[config.mk]
export PLATFORM = sky130hd
export DESIGN_NAME = serial_tx
export DESIGN_NICKNAME = d
export VERILOG_FILES = /design/src/rtl/serial_tx_pkg.sv /design/src/rtl/serial_tx_tick_gen.sv /design/src/rtl/serial_tx.sv
export SDC_FILE = /design/constraint.sdc
export NUM_CORES = 1
export LEC_CHECK = 0
export ABC_AREA = 1
export CORE_AREA = 8 8 57 59
export DETAILED_ROUTE_END_ITERATION = 10
export DIE_AREA = 0 0 65 67
export PLACE_DENSITY = 0.82
export RECOVER_POWER = 100
export SYNTH_ARGS = -nofsm -noshare
export SYNTH_HDL_FRONTEND = slang
export SYNTH_SLANG_ARGS = --single-unit
[constraint.sdc]
create_clock -name C -period 1.7 [get_ports C]
set_input_delay 0.255 -clock C [delete_from_list [all_inputs] [get_ports C]]
set_output_delay 0.255 -clock C [all_outputs]
set_load 0.01 [all_outputs]
[src/rtl/serial_tx_pkg.sv]
// serial_tx shared definitions: frame state encodings and line levels.
// Encodings are shared with the future receiver; guarded by SERIAL_DEFS.
`ifndef SERIAL_DEFS
`define SERIAL_DEFS

package serial_tx_pkg;

    typedef enum logic [2:0] {
        ST_IDLE   = 3'd0,
        ST_START  = 3'd1,
        ST_DATA   = 3'd2,
        ST_PARITY = 3'd3,
        ST_STOP   = 3'd4
    } state_t;

    localparam logic IDLE_LVL  = 1'b1;
    localparam logic START_LVL = 1'b0;

endpackage

`endif

[src/rtl/serial_tx_tick_gen.sv]
// serial_tick_gen: bit-period divider for serial_tx.
// TICK marks the last clock of each DIV-cycle bit period.
module serial_tick_gen #(
    parameter int DIV = 4
) (
    input  logic C,
    input  logic R,
    input  logic CLR,
    output logic TICK
);

    logic [7:0] cnt;

    assign TICK = (cnt == 8'(DIV - 1));

    // Count 0..DIV-1, wrapping at the bit end; held at 0 when DIV=1.
    always_ff @(posedge C) begin
        if (R || CLR || TICK) begin
            cnt <= 8'd0;
        end else begin
            cnt <= cnt + 8'd1;
        end
    end

endmodule

[src/rtl/serial_tx.sv]
// serial_tx: valid/ready parallel-to-serial frame transmitter.
// Define SERIAL_TX_PARITY_EN to insert an even-parity bit before STOP.
module serial_tx
    import serial_tx_pkg::*;
#(
    parameter int WIDTH = 8,
    parameter int DIV   = 4
) (
    input  logic             C,
    input  logic             R,
    input  logic [WIDTH-1:0] DATA,
    input  logic             VALID,
    output logic             READY,
    output logic             SDO,
    output logic             BUSY
);

    localparam int BW = (WIDTH > 1) ? $clog2(WIDTH) : 1;
    localparam logic [BW-1:0] LAST = BW'(WIDTH - 1);

    state_t           state;
    state_t           state_n;
    logic [WIDTH-1:0] shreg;
    logic [WIDTH-1:0] shreg_n;
    logic [BW-1:0]    bitidx;
    logic [BW-1:0]    bitidx_n;
    logic             tick;
    logic             clr;
    logic             sdo_n;
`ifdef SERIAL_TX_PARITY_EN
    logic             par;
    logic             par_n;
`endif

    serial_tick_gen #(
        .DIV (DIV)
    ) u_tick (
        .C    (C),
        .R    (R),
        .CLR  (clr),
        .TICK (tick)
    );

    // Next state, shift/bit bookkeeping and the next SDO level.
    always_comb begin
        state_n  = state;
        shreg_n  = shreg;
        bitidx_n = bitidx;
        clr      = 1'b0;
        sdo_n    = IDLE_LVL;
`ifdef SERIAL_TX_PARITY_EN
        par_n    = par;
`endif
        unique case (state)
            ST_IDLE: begin
                clr = 1'b1;
                if (VALID) begin
                    state_n  = ST_START;
                    shreg_n  = DATA;
                    bitidx_n = '0;
`ifdef SERIAL_TX_PARITY_EN
                    par_n    = ^DATA;
`endif
                end
            end
            ST_START: begin
                if (tick) begin
                    state_n = ST_DATA;
                end
            end
            ST_DATA: begin
                if (tick) begin
                    shreg_n = shreg >> 1;
                    if (bitidx == LAST) begin
                        bitidx_n = '0;
`ifdef SERIAL_TX_PARITY_EN
                        state_n  = ST_PARITY;
`else
                        state_n  = ST_STOP;
`endif
                    end else begin
                        bitidx_n = bitidx + BW'(1);
                    end
                end
            end
`ifdef SERIAL_TX_PARITY_EN
            ST_PARITY: begin
                if (tick) begin
                    state_n = ST_STOP;
                end
            end
`endif
            ST_STOP: begin
                if (tick) begin
                    state_n = ST_IDLE;
                end
            end
            default: begin
                state_n = ST_IDLE;
            end
        endcase

        case (state_n)
            ST_START:  sdo_n = START_LVL;
            ST_DATA:   sdo_n = shreg_n[0];
`ifdef SERIAL_TX_PARITY_EN
            ST_PARITY: sdo_n = par_n;
`endif
            default:   sdo_n = IDLE_LVL;
        endcase
    end

    // Frame state and registered line/handshake outputs; R wins.
    always_ff @(posedge C) begin
        if (R) begin
            state  <= ST_IDLE;
            shreg  <= '0;
            bitidx <= '0;
            SDO    <= IDLE_LVL;
            READY  <= 1'b1;
            BUSY   <= 1'b0;
        end else begin
            state  <= state_n;
            shreg  <= shreg_n;
            bitidx <= bitidx_n;
            SDO    <= sdo_n;
            READY  <= (state_n == ST_IDLE);
            BUSY   <= (state_n != ST_IDLE);
        end
    end

`ifdef SERIAL_TX_PARITY_EN
    // Parity of the latched word, captured at the accept edge.
    always_ff @(posedge C) begin
        if (R) begin
            par <= 1'b0;
        end else begin
            par <= par_n;
        end
    end
`endif

endmodule

Word level (Yosys, flattened, before mapping). Index checks and enable logic that the tools add are counted.

Add/sub/neg operators: 2. Multiply operators: 0. Divide/modulo/power cells: 0. $lt $le $gt $ge: 0. Eq/ne operators: 9. Shift-type cells: 0. Mux-type cells: 15. Bitwise operators: 0. Reduce and logical (&&, ||, !) cells: 7.

Operators by type and width (number): $mux 3 (8); $mux 8 (2); $pmux 8 s2 (1); $pmux 3 s4 (1); $add 8x1->8 const B (1); $eq 8x2->1 const B (1); $eq 3x1->1 const B (2); $eq 3x2->1 const B (2); $eq 3x3->1 const B (2); $logic_not 3->1 (2); $pmux 3 s2 (1); $add 3x1->3 const B (1); $reduce_and 3->1 (1); $reduce_bool 3->1 (1); $logic_or 1x1->1 (2); $ne 2x1->1 const B (1); $ne 2x2->1 const B (1); $pmux 1 s2 (1); $reduce_bool 2->1 (1); $mux 1 (1).

Register bits after elaboration: 25. Latch bits: 0. Bits in writable memories: 0. ROM bits: 0. Bits of input ports: 11. Output and inout bits: 3. Word-level logic and storage cells: 41. Memories kept: 0.

Depth between registers and ports, before layout. Gate-level depths: netlist of the first run.

Depth in word-level cells: 6. Depth in mapped cells: 10. Depth with buffers taken out: 10.

Cells and area by module. Synthesis of the first run repeated with hierarchy kept, for this count alone.

Cells, all modules: 214. Area, all modules: 1397.6 um^2.

By module, submodules not included: serial_tx (instances 1, cells each 148, area an instance 938.4 um^2, seq. area each 340.3 um^2); serial_tick_gen (instances 1, cells each 66, area an instance 459.2 um^2, seq. area each 160.2 um^2).

Least setup slack after synthesis of the first run. OpenSTA, ideal clock, no wires.

Kind: reg2reg. Start point: register u_tick.cnt[0]. End point: register SDO. Library setup time: 0.112 ns. Data arrival time: 1.179 ns. Required time: 1.588 ns. Setup slack: 0.408 ns. Cell stages (with the launch flop): 10. Path buffers: 1. Clock period less this slack: 1.292 ns. Path through: dfxtp_1 > ha_1 > nand2_1 > nor2_4 > buf_6 > nand2_4 > nand3_1 > nand2_1 > nand2_1 > nand2_1.

Cells in the longest elaborated chain, start to end: 5. Elaborated cells between the ends (all ways): 10. Classes of those cells: eq/ne (3); mux (7).

RTL lines: start: declaration (RTL line serial_tx_tick_gen.sv:12) `logic [7:0] cnt;`; start signal: assignment (RTL line serial_tx_tick_gen.sv:21) `cnt <= cnt + 8'd1;`; $eq 8x2->1 (*) (RTL line serial_tx_tick_gen.sv:14) `assign TICK = (cnt == 8'(DIV - 1));`; $mux 3 (on tied branches) (RTL line serial_tx.sv:94, serial_tx.sv:67, serial_tx.sv:72); $pmux 3 s4 (RTL line serial_tx.sv:54) `unique case (state)`; $eq 3x2->1 or $eq 3x1->1 (tied branches) (RTL line serial_tx.sv:103) `case (state_n)`; $pmux 1 s2 (*) (RTL line serial_tx.sv:103); end signal: assignment (RTL line serial_tx.sv:126) `SDO <= sdo_n;`; end: declaration (RTL line serial_tx.sv:14) `output logic SDO,`.

Mark *: on every way between the ends. The rest lies on a longest branch, timed or not. The select of a mux whose other input is x is not followed. A chain may end at the register's enable or synchronous reset.

Worst setup path in the final report of the first run.
Start point: register READY. End point: output READY.

RTL lines: start: declaration (RTL line serial_tx.sv:13) `output logic READY,`; start signal: assignment (RTL line serial_tx.sv:127) `READY <= (state_n == ST_IDLE);`.

No word-level cell between the ends.

==> results of run 1 <==
## Yosys cell counts, drive strengths merged
master | count | share of area, %
nor2 | 25 | 9.0
nor3b | 2 | 1.2
ha | 3 | 3.1
nor3 | 4 | 1.7
a21oi | 18 | 8.4
clkbuf | 1 | 0.31
buf | 2 | 1.9
dfxtp | 25 | 42
nand3 | 15 | 7.7
inv | 20 | 6.7
o21ai | 4 | 2.6
or2 | 1 | 0.52
nand2 | 42 | 15
nor4 | 1 | 0.52
## area by class of cell
class | count | area share [%]
repair buffers | 14 | 10.06
clock buffers | 3 | 1.647
inverters | 20 | 5.855
multi-input cells | 115 | 42.73
clock inverters | 1 | 0.3660
well taps | 30 | 2.745
flip-flops and latches | 25 | 36.60
## sequential cells by signal, summed over array words and instances, names as in the netlist
register    cells
READY           1
u_tick.cnt      8
state           3
BUSY            1
bitidx          3
shreg           8
SDO             1
## report_power, final
group | internal, mW | leakage [nW] | switching (mW)
logic | 0.0617 | 0.399 | 0.0657
registers | 0.612 | 0.205 | 0.0139
clock network | 0.0881 | 0.0177 | 0.168
## cells by family after synthesis
group,synth area share [%]
compound gates,11.02
fa+ha+maj,3.119
buf+inv,8.835
flops,41.58
simple gates,35.45
## through the flow
stage | instance area (um2) | power (mW)
floorplan | 1204 | 0.7176
global placement | 1353 | 0.7668
detailed placement | 1353 | 0.7721
CTS | 1380 | 1.032
global route | 1368 | 1.071
finish | 1368 | 1.010
## how the worst max path moves through the flow
stage	start	end	depth (start not counted)
finish	READY	READY	1
global route	u_tick.cnt[0]	SDO	9
CTS	u_tick.cnt[0]	SDO	9
detailed placement	u_tick.cnt[0]	BUSY	8
global placement	u_tick.cnt[0]	BUSY	8
floorplan	u_tick.cnt[0]	SDO	9
## per-layer routing
metal  track usage (%)  up-vias  part of all wire, %
li1                  -      550                    -
met1             12.94      466                   46
met2             20.62       20                   48
met3             2.517        5                  4.1
met4             5.450        0                  2.0
met5                 0        -                    0
==> run_results.csv, run 1 <==
group,metric,value,unit
power_and_ir_drop,vdd.ir_drop.worst,0.5843,mV
sta,hold_ws,0.4519,ns
detailed_routing,drc_errors,0,
min_path,worstHoldStart,"u_tick.cnt[0]",
layout,n_antenna_cell,0,
min_path,hold_end,"u_tick.cnt[0]",
clock_network,cts_tree,"built",
sta,skew,0.01433,ns
layout,ff_latch_area,500.5,um2
sta,hold_violations,0,
worst_setup_path,max_stage_delay,0.61,ns
global_route,track_usage,11.61,%
synth,avgSynthCellArea,7.384,um2
clock_network,clk_latency,0.32,ns
sta,worst_pin_slew,0.3927,ns
floorplanning,die_h,67,um
synth,synth_cells,163,
placed_design,gp_congestion,0.8595,
worst_setup_path,path_delay_family,"buffers and inverters",
detailed_routing,routed_wl,2.196,mm
worst_setup_path,critPathBufInv,1,
synth,synth_nets,177,
floorplanning,num_rows,18,
clock_network,cts_buffers,3,
global_route,grt_max_degree,15,
worst_setup_path,worstPathCellList,"dlygate4sd3_1",
global_route,grt_pass1_wl,4.153,mm
worst_setup_path,timing.rr.start,"u_tick.cnt[0]",
detailed_routing,wl_per_cell,10.56,um
clock_network,post_cts_resized,0,
placed_design,hpwl,1.755,mm
floorplanning,die_w,65,um
worst_setup_path,cp.required,1.44,ns
floorplanning,start_util,50.90,%
worst_setup_path,critPathMaxFanout,1,
worst_setup_path,r2r_setup_slack,0.25,ns
synth,synth_area,1204,um2
sta,min_period,1.526,ns
sta,final.setup.worst_slack,0.1740,ns
global_route,overflow,0,
layout,num-fill-cells,227,
synth,synth-seq-cells,25,
placed_design,io_buffers,13,
floorplanning,dieArea,4355,um2
clock_network,h-tree-depth,1,
detailed_routing,ant_nets,0,
detailed_routing,drtIter0Drc,46,
worst_setup_path,r2r_cells,8,
worst_setup_path,crit_type,"register to primary output",
worst_setup_path,slowest_stage,"dlygate4sd3_1",
clock_network,clock-sinks,25,
sta,setup_viol,0,
layout,most-common-layout-cells,"nand2_1, dfxtp_1, nor2_1",
clock_network,clk_path_buf_depth,2,
placed_design,dp_worst_setup_slack,0.1838,ns
layout,layout_commonest_cell,"nand2_1",
layout,multiInputGateArea,584.3,um2
worst_setup_path,crit_arrival,1.27,ns
clock_network,post-cts-setup-buffers,0,
sta,maxSlewViolCount,0,
min_path,hold_path_class,"register to register",
synth,yosysUniqueCellTypes,22,
sta,fmax,0.6553,GHz
worst_setup_path,setup.worst_path.start_class,"register",
layout,syn_to_final_growth,13.62,%
worst_setup_path,worstReg2RegEnd,"BUSY",
sta,grt_setup_unrepaired,"false",
clock_network,ctsHoldBuffers,0,
layout,drive_above_1_share,10.67,%
flow_run,drv_cap,0,
sta,finalCritPeriodShare,89.76,%
detailed_routing,drtPass1Iterations,4,
outcome,status,"finished, final reports clean",
layout,fin_nets,193,
global_route,grt_antenna_before_repair,0,
detailed_routing,via_per_inst,5.005,
power_and_ir_drop,power_leakage,0.6211,nW
floorplanning,ioPinCount,14,
layout,utilization,57.83,%
floorplanning,coreArea,2365,um2
global_route,grt_pass1_vias,1076,
synth,ys_seq_area_share,41.58,%
placed_design,dp.cells,204,
power_and_ir_drop,power_density,738.3,nW/um2
synth,synth_warnings,0,
detailed_routing,num_vias,1041,
clock_network,cts_root_buf,"clkbuf_4",
layout,layoutNonFillerInstCount,208,
min_path,holdPathStages,1,
sta,relSlewSlack,73.82,%
worst_setup_path,cp-end-kind,"primary output",
sta,setup_tns,0,ns
clock_network,clkSlewWorstSetupHoldPaths,0.13,ns
No activity file was read; power rests on OpenSTA's default activity.
==> inputs of run 2 (changes only) <==
--- a/config.mk
+++ b/config.mk
@@ -9,8 +9,10 @@
 export CORE_AREA = 8 8 57 59
 export DETAILED_ROUTE_END_ITERATION = 10
 export DIE_AREA = 0 0 65 67
+export GPL_ROUTABILITY_DRIVEN = 1
 export PLACE_DENSITY = 0.82
 export RECOVER_POWER = 100
+export REMOVE_ABC_BUFFERS = 1
 export SYNTH_ARGS = -nofsm -noshare
 export SYNTH_HDL_FRONTEND = slang
 export SYNTH_SLANG_ARGS = --single-unit
==> run_results.csv, run 2 (same netlist as run 1, synthesis figures left out) <==
group,metric,value,unit
detailed_routing,num_vias,1063,
flow_run,drv_cap,0,
layout,ff_latch_area,500.5,um2
layout,most-common-layout-cells,"nand2_1, dfxtp_1, nor2_1",
detailed_routing,routed_wl,2.450,mm
sta,setup_viol,0,
worst_setup_path,timing.rr.start,"u_tick.cnt[0]",
worst_setup_path,cp-end-kind,"register",
layout,fin_nets,198,
layout,num-fill-cells,221,
clock_network,clock-sinks,25,
sta,grt_setup_unrepaired,"false",
placed_design,io_buffers,13,
sta,fmax,0.6419,GHz
global_route,track_usage,11.64,%
layout,n_antenna_cell,0,
floorplanning,dieArea,4355,um2
global_route,grt_antenna_before_repair,0,
detailed_routing,ant_nets,0,
worst_setup_path,r2r_cells,7,
global_route,grt_max_degree,14,
sta,finalCritPeriodShare,91.64,%
layout,utilization,59.26,%
worst_setup_path,crit_arrival,1.78,ns
clock_network,cts_root_buf,"clkbuf_4",
clock_network,cts_buffers,3,
sta,relSlewSlack,81.47,%
layout,multiInputGateArea,589.3,um2
power_and_ir_drop,vdd.ir_drop.worst,0.5706,mV
detailed_routing,wl_met2,1.300,mm
global_route,grt_pass1_wl,4.181,mm
sta,hold_violations,0,
detailed_routing,drt-met1-wl,1.010,mm
sta,setup_tns,0,ns
floorplanning,die_h,67,um
power_and_ir_drop,power_density,730.2,nW/um2
floorplanning,start_util,50.90,%
placed_design,gp_congestion,0.7770,
global_route,overflow,0,
floorplanning,num_rows,18,
layout,reg.largest.list,"shreg (8), u_tick.cnt (8)",
clock_network,clk_latency,0.31,ns
min_path,hold_path_class,"register to register",
worst_setup_path,crit_type,"register to register",
detailed_routing,top_layer,"met4",
clock_network,h-tree-depth,1,
detailed_routing,drc_errors,0,
power_and_ir_drop,power_leakage,0.6382,nW
detailed_routing,met3_length,114,um
worst_setup_path,critPathMaxFanout,10,
clock_network,clk_path_buf_depth,2,
sta,maxSlewViolCount,0,
sta,min_period,1.558,ns
detailed_routing,via_per_inst,4.991,
sta,skew,0.002874,ns
clock_network,cts_tree,"built",
outcome,status,"finished, final reports clean",
min_path,hold_end,"u_tick.cnt[0]",
worst_setup_path,setup.worst_path.start_class,"register",
detailed_routing,drtPass1Iterations,4,
layout,layout_commonest_cell,"nand2_1",
worst_setup_path,r2r_setup_slack,0.14,ns
floorplanning,coreArea,2365,um2
min_path,worstHoldStart,"u_tick.cnt[0]",
layout,syn_to_final_growth,16.42,%
layout,drive_above_1_share,11.48,%
placed_design,hpwl,1.859,mm
worst_setup_path,worstReg2RegEnd,"shreg[6]",
detailed_routing,drtIter0Drc,49,
worst_setup_path,cp.required,1.92,ns
floorplanning,ioPinCount,14,
global_route,grt_pass1_vias,999,
min_path,holdPathStages,1,
detailed_routing,wl_per_cell,11.50,um
floorplanning,die_w,65,um
sta,worst_pin_slew,0.2772,ns
clock_network,clkSlewWorstSetupHoldPaths,0.13,ns
run 2: area by class of cell:
| type | instances | area share (%) |
|---|---|---|
| Multi-Input combinational cell | 115 | 42.05 |
| Timing Repair Buffer | 19 | 11.96 |
| Clock buffer | 4 | 1.875 |
| Sequential cell | 25 | 35.71 |
| Tap cell | 30 | 2.679 |
| Inverter | 20 | 5.714 |
run 2: critical path: stages (launching register included):
cell	delay, ns
dfxtp_1	0.38
ha_1	0.21
nand2_1	0.11
nor2_4	0.18
clkbuf_1	0.21
a21oi_4	0.13
a21oi_1	0.18
nor2_1	0.06
run 2: where the power goes:
group / internal (mW) / switching, mW / total [mW] / leakage, nW
clock: 0.0916 / 0.175 / 0.267 / 0.0150
combinational: 0.0615 / 0.0684 / 0.130 / 0.419
sequential: 0.612 / 0.0143 / 0.627 / 0.205
total: 0.766 / 0.258 / 1.02 / 0.638
run 2: worst max path at each step:
| stage | from | to | depth (start not counted) |
|---|---|---|---|
| 2_1_floorplan | u_tick.cnt[0] | BUSY | 8 |
| 3_3_place_gp | u_tick.cnt[0] | BUSY | 8 |
| 3_5_place_dp | u_tick.cnt[0] | BUSY | 8 |
| 4_1_cts | u_tick.cnt[0] | BUSY | 8 |
| 5_1_grt | u_tick.cnt[0] | SDO | 10 |
| 6_report | u_tick.cnt[0] | shreg[6] | 7 |
run 2: per-layer routing:
layer,vias to the layer above,track usage [%]
li1,558,-
met2,33,21.99
met3,6,2.685
met5,-,0
met4,0,2.452
met1,466,12.90
run 2: timing repair:
item | CTS | global route
setup buffers | 0 | 5
setup endpoints to repair | 0 | 6
hold buffers | 0 | 0
resized for setup | 0 | 1
run 2: stage by stage:
stage | area (um2) | instances | power (mW) | worst slack (ns) | hold WS, ns
final | 1401 | 213 | 1.023 | 0.1421 | 0.4692
after global routing | 1401 | 213 | 1.083 | 0.005062 | 0.5164
after CTS | 1379 | 208 | 1.031 | 0.1133 | 0.4763
after detailed placement | 1353 | 204 | 0.7741 | 0.1292 | 0.4550
after global placement | 1353 | 204 | 0.7677 | 0.2408 | 0.4291
after floorplan | 1177 | 160 | 0.7147 | 0.3250 | 0.3241
==> inputs of run 3 (changes only) <==
--- a/config.mk
+++ b/config.mk
@@ -13,6 +13,7 @@
 export PLACE_DENSITY = 0.82
 export RECOVER_POWER = 100
 export REMOVE_ABC_BUFFERS = 1
+export SLEW_MARGIN = 20
 export SYNTH_ARGS = -nofsm -noshare
 export SYNTH_HDL_FRONTEND = slang
 export SYNTH_SLANG_ARGS = --single-unit
==> results of run 3 <==
The final DEF is identical to that of run 2; final timing and power are the same.
